File: config.mk
export PLATFORM = sky130hd
export DESIGN_NAME = amer_mul_arbiter
export DESIGN_NICKNAME = d
export VERILOG_FILES = /design/src/rtl/amer_mul_arbiter.sv
export SDC_FILE = /design/constraint.sdc
export NUM_CORES = 1
export LEC_CHECK = 0
export ABC_AREA = 1
export BUFFER_PORTS_ARGS = -buffer_cell sky130_fd_sc_hd__clkbuf_2
export CORE_MARGIN = 4
export CORE_UTILIZATION = 32
export CTS_CLUSTER_DIAMETER = 120
export DETAILED_ROUTE_END_ITERATION = 7
export REMOVE_ABC_BUFFERS = 1
export SLEW_MARGIN = 15
export SYNTH_ARGS = -nofsm -noshare
export SYNTH_HDL_FRONTEND = slang
export SYNTH_SLANG_ARGS = --single-unit
File: constraint.sdc
create_clock -name clk -period 1.7 [get_ports clk]
set_input_delay 0.085 -clock clk [delete_from_list [all_inputs] [get_ports clk]]
set_output_delay 0.085 -clock clk [all_outputs]
set_load 0.05 [all_outputs]
File: src/rtl/amer_mul_arbiter.sv
// -----------------------------------------------------------------------------
// amer_mul_arbiter
//
// Two-requester round-robin arbiter and sequencer for one shared approximate
// multiplier with error recovery (AMER). Each requester presents an operand
// pair and a recovery enable on a valid/ready port. At most one operation is
// issued per cycle to a fixed-latency multiplier. A tag pipeline records which
// requester owns each in-flight operation. When the product returns, it is
// written into that requester's response FIFO.
//
// Each requester has a credit counter that counts its in-flight operations
// plus its buffered results. A requester is refused once it holds FD credits.
// A returning product therefore always has a free FIFO slot.
//
// Parameters
//   W    operand width (product is 2*W)
//   LAT  multiplier latency, mul_issue -> valid mul_p, 1..4
//   FD   response FIFO depth and per-requester credit limit, 1..4
//
// Ports
//   clk, rst_n                 clock, asynchronous active-low reset
//   reqN_valid / reqN_ready    request handshake; ready is the combinational grant
//   reqN_a, reqN_b, reqN_rec   operands and error-recovery enable
//   rspN_valid / rspN_ready    response handshake; valid means the FIFO is not empty
//   rspN_p                     product at the FIFO head (zero while empty)
//   mul_issue                  registered strobe: mul_a/mul_b/mul_rec are valid
//   mul_a, mul_b, mul_rec      registered operation to the multiplier
//   mul_p                      product, sampled LAT cycles after mul_issue
//   busy                       any operation in flight or any result buffered
// -----------------------------------------------------------------------------
module amer_mul_arbiter #(
    parameter int W   = 8,
    parameter int LAT = 2,
    parameter int FD  = 2
) (
    input  logic           clk,
    input  logic           rst_n,

    input  logic           req0_valid,
    output logic           req0_ready,
    input  logic [W-1:0]   req0_a,
    input  logic [W-1:0]   req0_b,
    input  logic           req0_rec,

    input  logic           req1_valid,
    output logic           req1_ready,
    input  logic [W-1:0]   req1_a,
    input  logic [W-1:0]   req1_b,
    input  logic           req1_rec,

    output logic           rsp0_valid,
    input  logic           rsp0_ready,
    output logic [2*W-1:0] rsp0_p,

    output logic           rsp1_valid,
    input  logic           rsp1_ready,
    output logic [2*W-1:0] rsp1_p,

    output logic           mul_issue,
    output logic [W-1:0]   mul_a,
    output logic [W-1:0]   mul_b,
    output logic           mul_rec,
    input  logic [2*W-1:0] mul_p,

    output logic           busy
);

    localparam int              CW       = $clog2(FD + 1);
    localparam int              PW       = (FD > 1) ? $clog2(FD) : 1;
    localparam logic [CW-1:0]   CNT_MAX  = CW'(FD);
    localparam logic [PW-1:0]   PTR_LAST = PW'(FD - 1);

    // -------------------------------------------------------------------------
    // State
    // -------------------------------------------------------------------------
    logic [CW-1:0]  r_cnt    [2];    // credits in use: in flight + buffered
    logic           r_ptr;           // requester that wins the next tie
    logic [LAT:0]   r_tag_v;         // tag pipeline valid bits
    logic [LAT:0]   r_tag_id;        // tag pipeline requester ids
    logic [2*W-1:0] r_mem    [2][FD];
    logic [PW-1:0]  r_wr_ptr [2];
    logic [PW-1:0]  r_rd_ptr [2];
    logic [CW-1:0]  r_fill   [2];

    // -------------------------------------------------------------------------
    // Combinational signals
    // -------------------------------------------------------------------------
    logic [1:0] w_req_valid;
    logic [1:0] w_rsp_ready;
    logic [1:0] w_elig;
    logic [1:0] w_grant;
    logic       w_grant_any;
    logic       w_grant_id;
    logic [1:0] w_rsp_valid;
    logic [1:0] w_push;
    logic [1:0] w_pop;

    assign w_req_valid = {req1_valid, req0_valid};
    assign w_rsp_ready = {rsp1_ready, rsp0_ready};

    // Ring-buffer pointer advance. The explicit wrap also handles a depth that
    // is not a power of two.
    function automatic logic [PW-1:0] f_next(input logic [PW-1:0] p);
        return (p == PTR_LAST) ? '0 : p + PW'(1);
    endfunction

    // -------------------------------------------------------------------------
    // Arbitration
    // -------------------------------------------------------------------------
    // NOTE: every output of a combinational block gets a value before any
    // conditional logic runs. A path that leaves a signal unassigned would
    // infer a latch.
    always_comb begin
        w_elig[0]   = w_req_valid[0] && (r_cnt[0] < CNT_MAX);
        w_elig[1]   = w_req_valid[1] && (r_cnt[1] < CNT_MAX);
        w_grant_any = |w_elig;
        // On a tie the pointer decides. Otherwise the only eligible requester wins.
        w_grant_id  = (&w_elig) ? r_ptr : w_elig[1];
        w_grant     = 2'b00;
        if (w_grant_any) begin
            w_grant[w_grant_id] = 1'b1;
        end
    end

    assign req0_ready = w_grant[0];
    assign req1_ready = w_grant[1];

    // -------------------------------------------------------------------------
    // Credit counters and round-robin pointer
    // -------------------------------------------------------------------------
    // NOTE: clocked state uses non-blocking assignments. Every register then
    // updates from values taken before the edge, whatever order the blocks
    // are evaluated in.
    always_ff @(posedge clk or negedge rst_n) begin
        if (!rst_n) begin
            r_cnt[0] <= '0;
            r_cnt[1] <= '0;
            r_ptr    <= 1'b0;
        end else begin
            for (int i = 0; i < 2; i++) begin
                // A pop frees the credit only from the next cycle on. A grant
                // and a pop in the same cycle cancel out.
                case ({w_grant[i], w_pop[i]})
                    2'b10:   r_cnt[i] <= r_cnt[i] + CW'(1);
                    2'b01:   r_cnt[i] <= r_cnt[i] - CW'(1);
                    default: r_cnt[i] <= r_cnt[i];
                endcase
            end
            if (w_grant_any) begin
                r_ptr <= ~w_grant_id;
            end
        end
    end

    // -------------------------------------------------------------------------
    // Issue register: the operation leaves the block one cycle after its grant
    // -------------------------------------------------------------------------
    always_ff @(posedge clk or negedge rst_n) begin
        if (!rst_n) begin
            mul_issue <= 1'b0;
            mul_a     <= '0;
            mul_b     <= '0;
            mul_rec   <= 1'b0;
        end else begin
            mul_issue <= w_grant_any;
            if (w_grant_any) begin
                mul_a   <= w_grant_id ? req1_a   : req0_a;
                mul_b   <= w_grant_id ? req1_b   : req0_b;
                mul_rec <= w_grant_id ? req1_rec : req0_rec;
            end
        end
    end

    // -------------------------------------------------------------------------
    // Tag pipeline
    // Stage 0 is loaded on the same edge as mul_issue, so it stays in step with
    // the issued operation. Stage LAT is valid during the cycle in which mul_p
    // carries that operation's product.
    // -------------------------------------------------------------------------
    always_ff @(posedge clk or negedge rst_n) begin
        if (!rst_n) begin
            r_tag_v  <= '0;
            r_tag_id <= '0;
        end else begin
            r_tag_v  <= {r_tag_v[LAT-1:0],  w_grant_any};
            r_tag_id <= {r_tag_id[LAT-1:0], w_grant_id};
        end
    end

    // -------------------------------------------------------------------------
    // Response FIFOs (first-word fall-through)
    // -------------------------------------------------------------------------
    always_comb begin
        w_rsp_valid[0] = (r_fill[0] != '0);
        w_rsp_valid[1] = (r_fill[1] != '0);
        w_pop[0]       = w_rsp_valid[0] && w_rsp_ready[0];
        w_pop[1]       = w_rsp_valid[1] && w_rsp_ready[1];
        w_push[0]      = r_tag_v[LAT] && (r_tag_id[LAT] == 1'b0);
        w_push[1]      = r_tag_v[LAT] && (r_tag_id[LAT] == 1'b1);
    end

    // NOTE: the storage array has no reset. Reset clears the fill counts and
    // pointers, so an entry is never read before it has been written.
    always_ff @(posedge clk) begin
        for (int i = 0; i < 2; i++) begin
            if (w_push[i]) begin
                r_mem[i][r_wr_ptr[i]] <= mul_p;
            end
        end
    end

    always_ff @(posedge clk or negedge rst_n) begin
        if (!rst_n) begin
            for (int i = 0; i < 2; i++) begin
                r_wr_ptr[i] <= '0;
                r_rd_ptr[i] <= '0;
                r_fill[i]   <= '0;
            end
        end else begin
            for (int i = 0; i < 2; i++) begin
                if (w_push[i]) begin
                    r_wr_ptr[i] <= f_next(r_wr_ptr[i]);
                end
                if (w_pop[i]) begin
                    r_rd_ptr[i] <= f_next(r_rd_ptr[i]);
                end
                case ({w_push[i], w_pop[i]})
                    2'b10:   r_fill[i] <= r_fill[i] + CW'(1);
                    2'b01:   r_fill[i] <= r_fill[i] - CW'(1);
                    default: r_fill[i] <= r_fill[i];
                endcase
            end
        end
    end

    // The head is forced to zero while the FIFO is empty. Stale data is never
    // visible, and the output is zero straight after reset.
    assign rsp0_valid = w_rsp_valid[0];
    assign rsp1_valid = w_rsp_valid[1];
    assign rsp0_p     = w_rsp_valid[0] ? r_mem[0][r_rd_ptr[0]] : '0;
    assign rsp1_p     = w_rsp_valid[1] ? r_mem[1][r_rd_ptr[1]] : '0;

    assign busy = (r_cnt[0] != '0) || (r_cnt[1] != '0);

    // -------------------------------------------------------------------------
    // Invariants of the credit scheme
    // -------------------------------------------------------------------------
    a_no_push_when_full0 : assert property (@(posedge clk) disable iff (!rst_n)
        !(w_push[0] && (r_fill[0] == CNT_MAX)));
    a_no_push_when_full1 : assert property (@(posedge clk) disable iff (!rst_n)
        !(w_push[1] && (r_fill[1] == CNT_MAX)));
    a_cnt_in_range : assert property (@(posedge clk) disable iff (!rst_n)
        (r_cnt[0] <= CNT_MAX) && (r_cnt[1] <= CNT_MAX));

endmodule
==> implementation parameters <==
Parameter                              Value

Run status
  Outcome ... completed

Yosys
  Fraction of synthesized cell area taken by the top area cell type ... 45.74%
  Area of the mapped netlist ... between 4000 and 5000 um2
  Register bit total from synthesis ... 100
  Most repeated cell in the gate-level netlist after synthesis ... sky130_fd_sc_hd__nand2_1
  Most numerous cell types in the synthesized netlist ... sky130_fd_sc_hd__nand2_1, sky130_fd_sc_hd__edfxtp_1, sky130_fd_sc_hd__nand3_1, sky130_fd_sc_hd__a21oi_1, sky130_fd_sc_hd__dfrtp_1
  Number of distinct standard cells referenced by the synthesized netlist ... 22
  Cell type with the highest aggregate area in the netlist ... sky130_fd_sc_hd__edfxtp_1
  Commonest register cell after synthesis ... sky130_fd_sc_hd__edfxtp_1
  Syn Inst Count ... 379
  Synth Area per Inst ... around 11 um2
  Yosys warnings ... 0
  FFs w/ async S/R, synth ... 36.00%
  Register area share after synthesis ... 67.18%
  Count of flip-flops with a built-in enable after synthesis ... 64
  Cells taking the most area after synthesis ... sky130_fd_sc_hd__edfxtp_1, sky130_fd_sc_hd__dfrtp_1, sky130_fd_sc_hd__nand2_1

Finish
  Post-synthesis to final-layout area growth ... 40.05%
  Post-layout utilization of the core ... a little under half
  Total number of nets in the final design ... 600
  Proportion of layout cells with a drive suffix above 1 ... between 30% and 40%
  Antenna diode count ... 0
  Filler cell count ... 1,202

Worst setup path
  Slowest cell on crit path ... sky130_fd_sc_hd__dfrtp_1
  Largest stage delay on the critical path ... ~0.4 ns
  Highest fanout seen on the critical path ... 12
  R2r setup slk ... 0.11 ns
  Crit Path Category ... register to output pin
  Arrival time at the worst endpoint ... between 1.5 and 2 ns
  Worst setup path startpoint ... r_rd_ptr[1]
  Number of buffers and inverters on the critical path ... 3
  CP Data Required Time ... 1.62 ns
  Dominant delay contributor by cell family on the critical path ... buffers and inverters
  Startpoint kind of the worst setup timing path ... register
  Critical path capture point type ... output pin
  FF-to-FF Start ... r_cnt[1]
  CP Cell Sequence ... inv_2, buf_6, nand2_1, a21oi_1, clkbuf_2

Detailed routing
  First DRT Iteration DRCs ... 165
  First-pass detailed-route iteration total ... 4
  Total vias in the final route ... 3,204
  Remaining antenna violation count ... 0
  Final wirelength ... 10,100 um
  Vias per Instance ... 4.469
  DRC viols ... 0
  Final routed wire length divided by cell count ... 14.09 um

GRT
  Wire length of the first global-routing pass ... 15,910 um
  Grt peak-use layer ... met2
  Vias in the first global route ... 3,155
  Met3 GRT Util ... 3.963%
  Aggregate global-route resource usage ... 13.66%
  Maximum number of pins on one net before global-route repair ... 37
  Fraction of met1 tracks used by global routing ... approximately 18%
  Antenna violations before repair ... 0
  Remaining global-route overflow ... 0
  Met2 Usage GRT ... 22.26%

STA
  Post-layout min period ... 1.624 ns
  Worst setup skew after layout ... 0.01022 ns
  Number of hold-slack violations in the final timing report ... 0
  Max-Slew Margin vs Limit ... 69.13%
  Max Clock Freq ... 615.9 MHz
  # setup viols final ... 0
  Final critical-path share of the clock period ... 95.50%
  Pins over their slew limit ... 0
  Tightest Pin Transition ... ~0.46 ns

Place
  Number of port buffers ... 110
  Final GP Congestion ... about 0.76
  Half-perimeter wire length of the detailed placement result ... 6656 um

Floorplanning
  Area of the die ... 15,030 um2
  Number of cell rows ... between 40 and 50
  Top Ports ... 111
  Height of the die ... 122.6 um
  Initial core utilization ... 33.03%
  Placeable core area ... 12,720 um2
  Width of the chip ... between 100 and 150 um

Min path
  Type of the tightest min-delay check ... input port to register
  Hold path startpoint ... req1_a[1]

Run
  Max-cap violations ... 0

Clock network
  CTS Buf Count ... 9
  Maximum number of buffers from clock root to sink ... 2
  Clock root buffer ... sky130_fd_sc_hd__clkbuf_16
  Sinks on the clock net ... 100
  Clock Latency Late Sink ... between 0.3 and 0.4 ns
  Clock-pin slew on the worst setup and hold paths ... 0.07 ns
  CTS tree ... yes
  Number of H-tree branching levels ... 3

Pwr
  P_leak ... 0.002660 uW
  P per Cell Area ... 2170 nW/um2
  Worst supply voltage drop on vdd ... approximately 1100 uV
  Total power of the final layout ... 12,770 uW
-- power breakdown --
part / switching [uW] / internal, uW
Clock: 1000 / 1050
Sequential: 352 / 3360
Combinational: 4840 / 2160
-- layout make-up --
| class | instances | area [um2] | share of cell area (%) |
|---|---|---|---|
| flip-flops and latches | 100 | 2824 | 47.99 |
| clock buffers | 9 | 225.2 | 3.827 |
| well taps | 172 | 215.2 | 3.657 |
| inverters | 36 | 137.6 | 2.339 |
| clock inverters | 7 | 86.33 | 1.467 |
| multi-input cells | 228 | 1165 | 19.80 |
| repair buffers | 165 | 1231 | 20.92 |
-- final timing paths --
path,end,cells after the start
setup / recovery,rsp0_p[14],5
hold / removal,mul_a[1],5
setup reg to reg,r_cnt[3],10
hold reg to reg,r_tag_id[2],0
max in group asynchronous,r_cnt[1],3
min in group asynchronous,mul_a[0],3
-- cell usage in the layout (no fill, tap or decap), types with 2 or more instances in the layout --
master                          synthesis  layout
sky130_fd_sc_hd__dfrtp_1               36      35
sky130_fd_sc_hd__nor2_2                 3       2
sky130_fd_sc_hd__clkinv_8               0       3
sky130_fd_sc_hd__a21oi_1               36      30
sky130_fd_sc_hd__buf_12                 0      10
sky130_fd_sc_hd__nand2_1              104     103
sky130_fd_sc_hd__clkbuf_2               0      89
sky130_fd_sc_hd__inv_1                 32      31
sky130_fd_sc_hd__a21oi_2                0       6
sky130_fd_sc_hd__dlygate4sd3_1          0      34
sky130_fd_sc_hd__or2_2                  4       4
sky130_fd_sc_hd__inv_6                  0       2
sky130_fd_sc_hd__clkbuf_16              0       9
sky130_fd_sc_hd__ha_1                   4       3
sky130_fd_sc_hd__xor2_1                 6       6
sky130_fd_sc_hd__nand2_4                3       3
sky130_fd_sc_hd__nor2_1                 9       9
sky130_fd_sc_hd__xnor2_1                6       6
sky130_fd_sc_hd__buf_6                  5       2
sky130_fd_sc_hd__inv_2                  4       4
sky130_fd_sc_hd__clkbuf_4               0       5
sky130_fd_sc_hd__nand3_1               48      48
sky130_fd_sc_hd__edfxtp_1              64      64
sky130_fd_sc_hd__nand2_2                1       2
sky130_fd_sc_hd__buf_4                  2      24
-- logic make-up after synthesis --
family	after synthesis	synth area share (%)
xor gates and xnor gates	12	2.501
and+or+nand+nor	175	18.85
DFF	100	67.18
buffers and inverters	51	5.866
AOI/OAI and AO/OA	37	4.407
adders and majority gates	4	1.191
-- sequential cells by signal (all words and copies together) (netlist names) --
name      count
mul_b         8
r_cnt         4
r_rd_ptr      2
mul_rec       1
r_mem        64
r_tag_v       3
r_fill        4
r_wr_ptr      2
r_ptr         1
mul_a         8
r_tag_id      3
-- worst min-delay path, cell delays in order --
cell and delay, ns:
sky130_fd_sc_hd__clkbuf_2 0.07, sky130_fd_sc_hd__nand3_1 0.06, sky130_fd_sc_hd__nand2_1 0.06, sky130_fd_sc_hd__inv_1 0.03
sky130_fd_sc_hd__nand2_1 0.04
-- per-stage QoR --
stage	instances	setup slack, ns	TNS, ns	instance area (um2)	hold slack, ns
2_1_floorplan	364	-0.5014	-3.052	4090	-0.2106
3_3_place_gp	665	0.08128	0	5149	0.1547
3_5_place_dp	665	0.02108	0	5149	0.1657
4_1_cts	715	0.01364	0	5819	0.02899
5_1_grt	717	-0.005091	-0.005091	5884	0.04423
6_report	717	0.07647	0	5884	0.03584
-- routing by layer --
metal / up-vias / wire (um)
li1: 1576 / -
met1: 1492 / 4542
met2: 130 / 4795
met3: 6 / 719
met4: 0 / 44
met5: - / 0
-- timing repair --
item                       in CTS  in global routing
setup endpoints to repair      13                 21
buffers inserted                0                  2
hold endpoints to repair      117                  0
resized for setup               7                 29
pin swaps                       0                  2
hold buffers                   34                  0
No activity file was read; power rests on OpenSTA's default activity.
